File: src/rtl/mem_seq_ctrl_pkg.sv
// Shared types and constants for the load/store memory sequencing controller:
// FSM state encoding, registered control-output bundle and default opcodes.
package mem_seq_ctrl_pkg;

  localparam logic [5:0] LW_OP_DEFAULT   = 6'b100011;
  localparam logic [5:0] SW_OP_DEFAULT   = 6'b101011;
  localparam int         TIMEOUT_DEFAULT = 15;
  localparam int         WAIT_W          = 8;

  typedef enum logic [2:0] {
    S_IDLE,
    S_FETCH,
    S_DECODE,
    S_ADDR,
    S_MEM,
    S_WB,
    S_ERR
  } state_e;

  typedef struct packed {
    logic ir_we;
    logic pc_we;
    logic alu_we;
    logic mem_req;
    logic mem_wr;
    logic reg_we;
    logic err;
  } ctrl_out_t;

  // Control strobes owned by a state; evaluated on the next state so they can be registered.
  function automatic ctrl_out_t state_outputs(state_e st, logic is_load, logic is_store);
    ctrl_out_t o;
    o = '0;
    case (st)
      S_FETCH: o.ir_we  = 1'b1;
      S_ADDR:  o.alu_we = 1'b1;
      S_MEM: begin
        o.mem_req = 1'b1;
        o.mem_wr  = is_store;
      end
      S_WB: begin
        o.pc_we  = 1'b1;
        o.reg_we = is_load;
      end
      S_ERR: begin
        o.pc_we = 1'b1;
        o.err   = 1'b1;
      end
      default: o = '0;
    endcase
    return o;
  endfunction

endpackage

File: src/rtl/mem_seq_ctrl_timer.sv
// Wait counter for the MEM state; expired flags the cycle in which a still-unanswered
// request reaches TIMEOUT waited cycles.
module mem_wait_timer
  import mem_seq_ctrl_pkg::*;
#(
  parameter int TIMEOUT = TIMEOUT_DEFAULT
) (
  input  logic clk,
  input  logic rst,
  input  logic clear,
  input  logic enable,
  output logic expired
);

  localparam logic [WAIT_W-1:0] LIMIT = WAIT_W'(TIMEOUT - 1);

  logic [WAIT_W-1:0] count_q, count_d;

  always_comb begin
    count_d = count_q;
    if (clear) begin
      count_d = '0;
    end else if (enable) begin
      count_d = count_q + 1'b1;
    end
  end

  always_ff @(posedge clk) begin
    if (rst) begin
      count_q <= '0;
    end else begin
      count_q <= count_d;
    end
  end

  // The increment in this cycle would make the count equal TIMEOUT.
  assign expired = enable && (count_q == LIMIT);

endmodule

File: src/rtl/mem_seq_ctrl.sv
// Multi-cycle LW/SW sequencer: fetch, decode, address, memory handshake with timeout,
// write-back. All outputs are registered copies of the next-state decode.
module mem_seq_ctrl
  import mem_seq_ctrl_pkg::*;
#(
  parameter logic [5:0] LW_OP   = LW_OP_DEFAULT,
  parameter logic [5:0] SW_OP   = SW_OP_DEFAULT,
  parameter int         TIMEOUT = TIMEOUT_DEFAULT
) (
  input  logic        clk,
  input  logic        rst,
  input  logic [5:0]  opcode,
  input  logic        mem_ready,
  output logic        ir_we,
  output logic        pc_we,
  output logic        alu_we,
  output logic        mem_req,
  output logic        mem_wr,
  output logic        reg_we,
  output logic        err,
  output logic [15:0] retired
);

  state_e      state_q, state_d;
  logic [5:0]  op_q, op_d;
  ctrl_out_t   out_q, out_d;
  logic [15:0] retired_q, retired_d;

  logic timer_clear;
  logic timer_en;
  logic timer_expired;

  assign timer_clear = (state_q == S_ADDR);
  assign timer_en    = (state_q == S_MEM) && !mem_ready;

  mem_wait_timer #(
    .TIMEOUT(TIMEOUT)
  ) u_wait_timer (
    .clk    (clk),
    .rst    (rst),
    .clear  (timer_clear),
    .enable (timer_en),
    .expired(timer_expired)
  );

  always_comb begin
    state_d = state_q;
    op_d    = op_q;
    unique case (state_q)
      S_IDLE:   state_d = S_FETCH;
      S_FETCH:  state_d = S_DECODE;
      S_DECODE: begin
        op_d    = opcode;
        state_d = (opcode == LW_OP || opcode == SW_OP) ? S_ADDR : S_ERR;
      end
      S_ADDR:   state_d = S_MEM;
      S_MEM: begin
        // A ready strobe in the timeout cycle still wins.
        if (mem_ready) begin
          state_d = S_WB;
        end else if (timer_expired) begin
          state_d = S_ERR;
        end
      end
      S_WB:     state_d = S_FETCH;
      S_ERR:    state_d = S_FETCH;
      default:  state_d = S_IDLE;
    endcase
    out_d     = state_outputs(state_d, op_d == LW_OP, op_d == SW_OP);
    retired_d = retired_q + 16'd1;
  end

  always_ff @(posedge clk) begin
    if (rst) begin
      state_q <= S_IDLE;
      op_q    <= '0;
      out_q   <= '0;
    end else begin
      state_q <= state_d;
      op_q    <= op_d;
      out_q   <= out_d;
    end
  end

  // Counts on entry to write-back so the new total is visible during WB; wraps freely.
  always_ff @(posedge clk) begin
    if (rst) begin
      retired_q <= '0;
    end else if (state_d == S_WB) begin
      retired_q <= retired_d;
    end
  end

  assign ir_we   = out_q.ir_we;
  assign pc_we   = out_q.pc_we;
  assign alu_we  = out_q.alu_we;
  assign mem_req = out_q.mem_req;
  assign mem_wr  = out_q.mem_wr;
  assign reg_we  = out_q.reg_we;
  assign err     = out_q.err;
  assign retired = retired_q;

endmodule

File: config.mk
export PLATFORM = sky130hd
export DESIGN_NAME = mem_seq_ctrl
export DESIGN_NICKNAME = d
export VERILOG_FILES = /design/src/rtl/mem_seq_ctrl_pkg.sv /design/src/rtl/mem_seq_ctrl_timer.sv /design/src/rtl/mem_seq_ctrl.sv
export SDC_FILE = /design/constraint.sdc
export NUM_CORES = 1
export LEC_CHECK = 0
export BUFFER_PORTS_ARGS = -buffer_cell sky130_fd_sc_hd__clkbuf_2
export CAP_MARGIN = 15
export CORE_MARGIN = 5
export CORE_UTILIZATION = 54
export CTS_CLUSTER_DIAMETER = 40
export CTS_CLUSTER_SIZE = 16
export DETAILED_ROUTE_END_ITERATION = 16
export HOLD_SLACK_MARGIN = 0.05
export PLACE_DENSITY = 0.76
export REMOVE_ABC_BUFFERS = 1
export SYNTH_ARGS = -nofsm -noshare
export SYNTH_HDL_FRONTEND = slang
export SYNTH_SLANG_ARGS = --single-unit
File: constraint.sdc
create_clock -name clk -period 1.9 [get_ports clk]
set_input_delay 0.38 -clock clk [delete_from_list [all_inputs] [get_ports clk]]
set_output_delay 0.38 -clock clk [all_outputs]
set_load 0.005 [all_outputs]
==> results.tsv <==
metric	value	unit
clock_skew	0.00584	ns
clockBufferDepth	2	
numCtsBuffers	5	
period_share	88.7	%
r2r_setup_slack	0.21	ns
post_cts_buffers	0	
fin_nets	238	
synth-async-reset-ratio	0	%
reg2reg_depth	4	
initial_core_util	56.4	%
portBuffers	31	
hold_slack	0.271	ns
clkTransAtPathRegs	0.11	ns
crit_start	state_q[2]	
avgSynthCellArea	9.02	sq um
slew_headroom	69.9	%
stdcell_count	271	
r2r-end	retired[15]	
first_pass_iters	4	
p_seq_share	50.4	%
grt_pass1_vias	1405	
hold_class	input port to flop	
endpoint	retired[15]	
wl_per_cell	13.2	microns
ioPinCount	32	
synth_edf_count	0	
clkSinkCount	40	
ys_top_cells_by_area	dfxtp_1 (46%), xor2_1 (5.6%), nor2_1 (5.0%), a21oi_1 (4.6%), o21ai_0 (4.1%)	
finalPower	1.97	mW
yosysTopAreaCellShare	46.5	%
critPathLaunchType	flop	
drive_gt1_share	20.7	%
cts_htree_levels	2	
ys.flop_type	dfxtp_1	
die_h	66.5	microns
die_area	0.00442	sq mm
worstSetupPathType	flop to flop	
synthesis.area	0.00172	sq mm
vias	1481	
rsz0062_at_grt	no	
drt_wl_total	3.56	mm
period_needed	1.69	ns
tightest_slew	0.446	ns
core	0.00305	sq mm
synth_common_cells	dfxtp_1 (40), nor2_1 (23), a21oi_1 (16), o21ai_0 (14)	
clkPwrFrac	27.7	%
slew_violations	0	
arrival	1.96	ns
synth_cells	191	
dieWidth	66.5	microns
drtIter0Drc	72	
combPwrFrac	21.9	%
grt_pass1_wl	5.90	mm
overflow	0	
antenna_found_initial	0	
drv_cap	0	
grt_use_total	17.5	%
ys.warnings.count	0	
fmax	593	MHz
preCtsSetupSlack	0.228	ns
yosysMostFrequentCell	dfxtp_1	
hpwlAfterDp	2.70	mm
ys_seq_elements	40	
tritoncts	done	
setup_viol	0	
area_growth	16.2	%
clk_latency	0.34	ns
seq_area_frac_synth	46.5	%
n_antenna_cell	0	
drtAntennaViolNets	0	
cp-end-kind	flop	
rows	20	
crit_path_max_fanout	10	
outcome	completed	
drc_errors	0	
yosysUniqueCellTypes	40	
p_sw_share	30.1	%
hold_viol	0	
p_leak	0.805	nW
irDropWorstVdd	0.702	mV
required	2.18	ns
tns	0	ns
root_buffer	clkbuf_4	
r2r-start	state_q[2]	
switchingPower	0.592	mW
pwr_density_cell	983	mW/mm^2
vias_per_cell	5.46	
grt_max_degree	18	
gp_congestion	0.869	
dp.cells	263	
post_cts_resize_count	0	
cts-hold-fix-buffers	0	
intPower	1.38	mW
finalWorstSetupSlack	0.214	ns
yosys.area.top_type	dfxtp_1	
## kinds of logic after synthesis
kind of cell	Yosys count	synth area share [%]
AND/OR/NAND/NOR	81	26.4
flip-flops	40	46.5
AO/OA/AOI/OAI	39	12.7
XOR/XNOR	15	7.62
buffers and inverters	11	3.41
adder cells (fa/ha/maj)	3	2.18
multiplexers	2	1.16
## power groups by stage
stage / sequential, mW / clock (mW) / combinational [mW]
after floorplan: 1.01 / 0 / 0.279
after global placement: 1.00 / 0 / 0.410
after detailed placement: 1.01 / 0 / 0.428
after CTS: 0.990 / 0.559 / 0.430
after global routing: 1.01 / 0.602 / 0.487
final: 0.992 / 0.545 / 0.431
## layout make-up
cell class	count	area, sq um
Fill cell	273	1050
Timing Repair Buffer	36	193
Clock inverter	2	35.0
Multi-Input combinational cell	140	866
Tap cell	44	55.1
Sequential cell	40	801
Inverter	3	11.3
Clock buffer	6	41.3
## flip-flops by register name, summed over array words and instances (netlist names)
signal	count
ir_we	1
op_q	6
retired	16
state_q	3
u_wait_timer.count_q	8
alu_we	1
mem_req	1
err	1
pc_we	1
reg_we	1
mem_wr	1
## layer usage
layer / vias to the layer above / part of all wire, % / global-route usage [%] / wire length, microns
met2: 43 / 52 / 32.2 / 1850
li1: 748 / - / - / -
met5: - / 0 / 0 / 0
met1: 686 / 41 / 18.2 / 1470
met3: 4 / 6.1 / 5.73 / 218
met4: 0 / 0.79 / 6.85 / 28
## critical path: stages, from the launching register on
cell and delay (ns):
dfxtp_1 0.48, and4bb_1 0.32, nand4_4 0.17, or4_1 0.49
a21oi_1 0.16
## per-stage QoR
stage	util, %	cell area [sq um]
floorplan	-	1680
global placement	63.0	1920
detailed placement	63.0	1920
CTS	65.5	2000
global route	65.6	2000
finish	65.6	2000
## cells in the final DEF (no fill, tap or decap), drive strengths merged, types with 7 or more instances in the layout
cell	instances
a21oi	16
nand2	11
o21ai	14
dfxtp	40
nand3	7
or3	7
nand4	10
xor2	11
nor2	23
clkbuf	37
## worst min-delay path by stage
| stage | start | end | slack (ns) | cells after the start |
|---|---|---|---|---|
| after global placement | op_q[0] | op_q[0] | 0.46 | 2 |
| after floorplan | op_q[2] | op_q[2] | 0.44 | 2 |
| after detailed placement | op_q[2] | op_q[2] | 0.47 | 2 |
| after CTS | opcode[4] | op_q[4] | 0.25 | 3 |
| final | opcode[1] | op_q[1] | 0.27 | 3 |
| after global routing | opcode[2] | op_q[2] | 0.25 | 3 |
No activity file was read; power rests on OpenSTA's default activity.
